File: src/rtl/conv_pkg.sv
// rtl/conv_pkg.sv - shared widths, FSM encoding and tap packing for the 3x3 convolution scheduler
package conv_pkg;

  localparam int DATA_W = 16;
  localparam int TAPS   = 9;

  typedef enum logic [1:0] {
    IDLE   = 2'd0,
    LOAD_W = 2'd1,
    RUN    = 2'd2,
    DRAIN  = 2'd3
  } state_t;

  // Tap k lands at [k*DATA_W +: DATA_W]; tap 0 is the top-left of the window.
  function automatic logic [TAPS*DATA_W-1:0] pack_taps(input logic [DATA_W-1:0] taps [TAPS]);
    logic [TAPS*DATA_W-1:0] bus;
    for (int k = 0; k < TAPS; k++) begin
      bus[k*DATA_W +: DATA_W] = taps[k];
    end
    return bus;
  endfunction

endpackage

File: src/rtl/conv_window_gen.sv
// rtl/conv_window_gen.sv - two line buffers plus a 3x3 window whose right column is the current pixel
module conv_window_gen
  import conv_pkg::TAPS, conv_pkg::pack_taps;
#(
  parameter int DATA_W = 16,
  parameter int MAX_W  = 64,
  parameter int AW     = $clog2(MAX_W)
) (
  input  logic                   clk,
  input  logic                   rst_n,
  input  logic                   shift,
  input  logic [AW-1:0]          col,
  input  logic [DATA_W-1:0]      pix,
  output logic [TAPS*DATA_W-1:0] taps
);

  logic [DATA_W-1:0] lb0 [MAX_W];
  logic [DATA_W-1:0] lb1 [MAX_W];
  logic [DATA_W-1:0] left  [3];
  logic [DATA_W-1:0] mid   [3];
  logic [DATA_W-1:0] right [3];
  logic [DATA_W-1:0] win   [TAPS];

  // The newest column is read straight from the line buffers so the window is complete
  // in the same cycle the pixel is accepted.
  assign right[0] = lb1[col];
  assign right[1] = lb0[col];
  assign right[2] = pix;

  always_ff @(posedge clk) begin
    if (shift) begin
      lb1[col] <= lb0[col];
      lb0[col] <= pix;
    end
  end

  always_ff @(posedge clk or negedge rst_n) begin
    if (!rst_n) begin
      left <= '{default: '0};
      mid  <= '{default: '0};
    end else if (shift) begin
      left <= mid;
      mid  <= right;
    end
  end

  always_comb begin
    win = '{default: '0};
    for (int r = 0; r < 3; r++) begin
      win[3*r]     = left[r];
      win[3*r + 1] = mid[r];
      win[3*r + 2] = right[r];
    end
  end

  assign taps = pack_taps(win);

endmodule

File: src/rtl/conv3x3_scheduler.sv
// rtl/conv3x3_scheduler.sv - loads 9 weights, streams a raster image, issues one engine job per 3x3 window
module conv3x3_scheduler
  import conv_pkg::TAPS, conv_pkg::state_t, conv_pkg::pack_taps,
         conv_pkg::IDLE, conv_pkg::LOAD_W, conv_pkg::RUN, conv_pkg::DRAIN;
#(
  parameter int DATA_W = 16,
  parameter int MAX_W  = 64,
  parameter int COL_W  = 7,
  parameter int ROW_W  = 10,
  parameter int CNT_W  = 16
) (
  input  logic                   clk,
  input  logic                   rst_n,
  input  logic                   start,
  input  logic [COL_W-1:0]       cfg_width,
  input  logic [ROW_W-1:0]       cfg_height,
  output logic                   busy,
  output logic                   done,
  output logic                   cfg_err,
  input  logic                   w_valid,
  input  logic [DATA_W-1:0]      w_data,
  output logic                   w_ready,
  input  logic                   pix_valid,
  input  logic [DATA_W-1:0]      pix_data,
  output logic                   pix_ready,
  output logic                   conv_valid_in,
  output logic [TAPS*DATA_W-1:0] conv_win,
  output logic [TAPS*DATA_W-1:0] conv_wgt,
  input  logic                   conv_valid_out,
  output logic [CNT_W-1:0]       res_cnt
);

  localparam int AW = $clog2(MAX_W);

  state_t                   state, next_state;
  logic [COL_W-1:0]         width, col;
  logic [ROW_W-1:0]         height, row;
  logic [3:0]               w_idx;
  logic [DATA_W-1:0]        wgt [TAPS];
  logic [TAPS*DATA_W-1:0]   taps;
  logic [COL_W+ROW_W-1:0]   n_out;
  logic                     cfg_ok, w_fire, pix_fire, last_pix;

  assign cfg_ok   = (cfg_width >= COL_W'(3)) && (cfg_width <= COL_W'(MAX_W)) &&
                    (cfg_height >= ROW_W'(3));
  assign w_fire   = w_ready && w_valid;
  assign pix_fire = pix_ready && pix_valid;
  assign last_pix = (row == height - ROW_W'(1)) && (col == width - COL_W'(1));
  assign n_out    = {{ROW_W{1'b0}}, width - COL_W'(2)} * {{COL_W{1'b0}}, height - ROW_W'(2)};

  always_ff @(posedge clk or negedge rst_n) begin
    if (!rst_n) state <= IDLE;
    else        state <= next_state;
  end

  always_comb begin
    next_state = state;
    busy       = 1'b1;
    done       = 1'b0;
    w_ready    = 1'b0;
    pix_ready  = 1'b0;
    case (state)
      IDLE: begin
        busy = 1'b0;
        if (start && cfg_ok) next_state = LOAD_W;
      end
      LOAD_W: begin
        w_ready = 1'b1;
        if (w_valid && w_idx == 4'd8) next_state = RUN;
      end
      RUN: begin
        pix_ready = 1'b1;
        if (pix_valid && last_pix) next_state = DRAIN;
      end
      DRAIN: begin
        if (res_cnt == CNT_W'(n_out)) begin
          done       = 1'b1;
          next_state = IDLE;
        end
      end
      default: next_state = IDLE;
    endcase
  end

  always_ff @(posedge clk or negedge rst_n) begin
    if (!rst_n) begin
      width         <= '0;
      height        <= '0;
      col           <= '0;
      row           <= '0;
      w_idx         <= '0;
      wgt           <= '{default: '0};
      cfg_err       <= 1'b0;
      conv_valid_in <= 1'b0;
      conv_win      <= '0;
      res_cnt       <= '0;
    end else begin
      cfg_err       <= (state == IDLE) && start && !cfg_ok;
      conv_valid_in <= 1'b0;
      if (state == IDLE && start && cfg_ok) begin
        width   <= cfg_width;
        height  <= cfg_height;
        col     <= '0;
        row     <= '0;
        w_idx   <= '0;
        res_cnt <= '0;
      end
      if (w_fire) begin
        wgt[w_idx] <= w_data;
        w_idx      <= (w_idx == 4'd8) ? 4'd0 : w_idx + 4'd1;
      end
      // Windows touching columns 0/1 would straddle the previous row, so they are never issued.
      if (pix_fire) begin
        if (row >= ROW_W'(2) && col >= COL_W'(2)) begin
          conv_valid_in <= 1'b1;
          conv_win      <= taps;
        end
        if (col == width - COL_W'(1)) begin
          col <= '0;
          row <= row + ROW_W'(1);
        end else begin
          col <= col + COL_W'(1);
        end
      end
      if ((state == RUN || state == DRAIN) && conv_valid_out) res_cnt <= res_cnt + CNT_W'(1);
    end
  end

  assign conv_wgt = pack_taps(wgt);

  conv_window_gen #(
    .DATA_W (DATA_W),
    .MAX_W  (MAX_W),
    .AW     (AW)
  ) u_window (
    .clk   (clk),
    .rst_n (rst_n),
    .shift (pix_fire),
    .col   (col[AW-1:0]),
    .pix   (pix_data),
    .taps  (taps)
  );

endmodule

File: config.mk
export PLATFORM = sky130hd
export DESIGN_NAME = conv3x3_scheduler
export DESIGN_NICKNAME = d
export VERILOG_FILES = /design/src/rtl/conv_pkg.sv /design/src/rtl/conv_window_gen.sv /design/src/rtl/conv3x3_scheduler.sv
export SDC_FILE = /design/constraint.sdc
export NUM_CORES = 2
export LEC_CHECK = 0
export CELL_PAD_IN_SITES_DETAIL_PLACEMENT = 1
export CELL_PAD_IN_SITES_GLOBAL_PLACEMENT = 2
export CORE_UTILIZATION = 40
export CTS_BUF_LIST = sky130_fd_sc_hd__clkbuf_8
export DETAILED_ROUTE_END_ITERATION = 8
export DONT_BUFFER_PORTS = 1
export MAX_ROUTING_LAYER = met4
export PLACE_DENSITY = 0.66
export SYNTH_ARGS = -nofsm -noshare
export SYNTH_HDL_FRONTEND = slang
export SYNTH_SLANG_ARGS = --single-unit
File: constraint.sdc
create_clock -name clk -period 9.3 [get_ports clk]
set_clock_uncertainty 0.1 [all_clocks]
set_input_delay 0.93 -clock clk [delete_from_list [all_inputs] [get_ports clk]]
set_output_delay 0.93 -clock clk [all_outputs]
set_load 0.05 [all_outputs]
==> metrics.md <==
| Metric | Value |
|---|---|
| Outcome | finished clean |
| Overall routing resource usage | a little over a quarter |
| Htree depth | 5 |
| Routed WL per cell | between 30 and 40 um |
| Share of synthesized area occupied by flip-flops and latches | 77.36% |
| Slew HR | between 10% and 20% |
| Minimum clock period after layout | 8.696 ns |
| TritonCTS clock tree | built |
| Routed Wire Length | approximately 310,000 um |
| Number of clock sinks | around 2,500 |
| Uppermost layer routed | met4 |
| Yosys Warn Count | 0 |
| Leakage | approximately 38 nW |
| Clock input transition at the sequential cells of the worst setup and hold paths | ~0.060 ns |
| Timing-limited maximum frequency | approximately 0.11 GHz |
| Final design instance area without fill | roughly 110,000 sq um |
| Peak VDD IR | approximately 0.14 mV |
| Share of the clock period used by the worst path | approximately 94% |
| Detailed-routing wirelength on met1 | 129,700 um |
| Most common flop cell mapped by yosys | edfxtp_1 |
| Area of the mapped netlist | ~94,000 sq um |
| Endpoint type of the worst setup path | primary output |
| I/O pins | 365 |
| WP data arrival | 7.67 ns |
| Total number of nets in the final design | ~6,200 |
| First-pass GRT wire length | about 440,000 um |
| Area of the core region | 232,800 sq um |
| Category of the most critical setup path | flip-flop to primary output |
| Final count of hold timing violations | 0 |
| HPWL after detailed placement | ~170,000 um |
| Number of register bits inferred by synthesis | 2,490 |
| Aggregate global routing overflow | 0 |
| Die W | ~500 um |
| Layout cell share with drive strength beyond 1 | between 10% and 20% |
| Growth of design area from synthesis to finish | 13.55% |
| Worst hold path type | primary input to flip-flop |
| Startpoint of the most critical setup path | height[1]$_DFFE_PN0P_ |
| Setup TNS | 0 ns |
| Row Count | 177 |
| CTS Buffer Depth | 4 |
| Vias in the first global route | between 50,000 and 60,000 |
| # DRC | 0 |
| Antenna-violating nets left | 0 |
| Clock insertion delay at the later pin of the skew report | ~1.1 ns |
| Crit path required time | roughly 8.3 ns |
| Vert. Die Dim | approximately 500 um |
| Largest net degree at the start of global routing | ~440 |
| Setup Buffers After CTS | 0 |
| Via count | ~57,000 |
| Synthesized netlist net count | roughly 6,000 |
| Filler cell count in the final layout | around 22,000 |
| Type of element launching the critical path | flip-flop |
| Post-Syn Area per Cell | around 16 sq um |
| Routed met3 length | between 20,000 and 25,000 um |
| CTS Root Buffer Type | clkbuf_8 |
| Post-Route Hold Slack | ~0.077 ns |
| Worst Min Path Start | pix_data[7] |
| Most frequent standard cell in the layout excluding fill and tap cells | edfxtp_1 |
| Total die area | about 240,000 sq um |
| Count of final setup violators | 0 |
| Max-cap violations | 0 |
| Initial Util | 40.30% |
| Startpoint of the worst-slack reg-to-reg timing path | height[1]$_DFFE_PN0P_ |
| Worst slew pin tran | ~1.2 ns |
| Initial detailed-routing violation count | 6,164 |
| Number of synthesized flops with an enable pin | 2,048 |
| Syn Inst Count | roughly 5,700 |
| Routed length on met2 | roughly 150,000 um |
| Buffers on Ports | 0 |
| Antenna violations before repair | 14 |
| Yosys cell types | 66 |
| Most frequent cells in the layout | edfxtp_1, a22oi_1, nand2_1, dfrtp_1, clkbuf_8 |
| RSZ-0062 raised after global routing | no |
| Drt first pass iters | 5 |
| Avg Vias per Cell | ~6 |
| Number of clock buffers inserted by TritonCTS | ~420 |
| Total power divided by cell area | 196.6 nW/um^2 |
| Largest fanout on the critical path | 10 |
| Global placer's final weighted congestion | 0.8089 |
| Number of slew-limit violations in the final report | 0 |
| Post-synth ARST share | between 10% and 20% |
| Area after DPL | ~100,000 sq um |
-- metal layers --
layer  vias to the layer above  track usage [%]
met5                         -                -
met1                     30360            35.53
li1                      23430                -
met4                         0            7.145
met2                      2679            42.96
met3                       504            4.607
-- critical path, stage by stage (launching register included) --
cell and delay, ns:
dfrtp_1 0.51, inv_1 0.14, ha_1 0.23, nor3b_2 0.38, nand2_1 0.11, xor2_1 0.55
or2_2 0.24, fa_1 0.42, fa_1 0.57, fa_1 0.46, fa_1 0.51, inv_1 0.04
ha_1 0.33, a21oi_1 0.29, o22ai_1 0.16, nor4_1 0.19, nand4_1 0.17, nor4_1 0.30
nand3_1 0.09, or3_1 0.33, nor4bb_2 0.36, buf_4 0.27
-- kinds of logic after synthesis --
kind of cell / Yosys count / synth area share [%]
fa+ha+maj: 89 / 1.491
xor+xnor: 65 / 0.6070
flops: 2490 / 77.36
simple gates: 1054 / 5.002
buf+inv: 410 / 1.795
mux: 209 / 2.505
compound gates: 1418 / 11.24
-- cell usage after synthesis (all sizes together), types with 74 or more instances --
cell	number	area share (%)
o21ai	74	0.39
a21oi	82	0.44
a221oi	192	1.8
a22oi	644	5.2
nand2	618	2.5
mux2	206	2.5
clkbuf	156	0.62
a22o	191	1.8
edfxtp	2048	66
nor2	147	0.59
buf	188	0.91
dfrtp	442	12
a31oi	198	1.3
-- power breakdown --
group          internal, W  switching, W  total (W)
Combinational    0.0000433      0.000148   0.000191
Clock              0.00436       0.00435    0.00871
Sequential          0.0120     0.0000298     0.0120
-- registers in the layout, summed over array words and instances (netlist names) --
register	flops
height	10
conv_wgt	144
row	10
cfg_err	1
width	7
u_window.taps	96
u_window.lb1	1024
res_cnt	16
u_window.lb0	1024
conv_win	144
state	2
w_idx	4
col	7
conv_valid_in	1
-- final timing paths --
kind | endpoint | slack, ns | cells past startpoint
setup / recovery | done | 0.60 | 21
hold / removal | u_window.taps[119]$_DFFE_PN0P_ | 0.08 | 3
setup reg to reg | state[1]$_DFFE_PN0P_ | 2.77 | 19
hold reg to reg | conv_win[53]$_DFFE_PN0P_ | 0.33 | 2
max in group asynchronous | u_window.taps[123]$_DFFE_PN0P_ | 6.41 | 4
min in group asynchronous | width[0]$_DFFE_PN0P_ | 0.45 | 2
-- per-stage QoR --
stage	power [W]	cells	util, %	setup slack, ns
floorplan	0.01228	5735	-	1.490
global placement	0.01228	8686	42.24	1.632
detailed placement	0.01228	8686	42.24	1.611
CTS	0.02107	9463	45.70	0.4942
global route	0.02154	9477	45.75	0.002410
finish	0.02094	9484	45.76	0.6037
-- cell type report --
cell class / count / area, sq um / share of cell area (%)
Multi-Input combinational cell: 2835 / 20210 / 18.97
Clock buffer: 437 / 6015 / 5.647
Tap cell: 3132 / 3919 / 3.679
Sequential cell: 2490 / 72560 / 68.13
Inverter: 66 / 252.7 / 0.2373
Clock inverter: 287 / 1219 / 1.144
Timing Repair Buffer: 220 / 2290 / 2.150
Antenna cell: 17 / 42.54 / 0.03994
-- what timing repair did --
action,CTS,global route
endpoints found under the hold margin,1662,269
resized for setup,0,0
hold buffers,53,2
(Power assumes the default switching activity.)
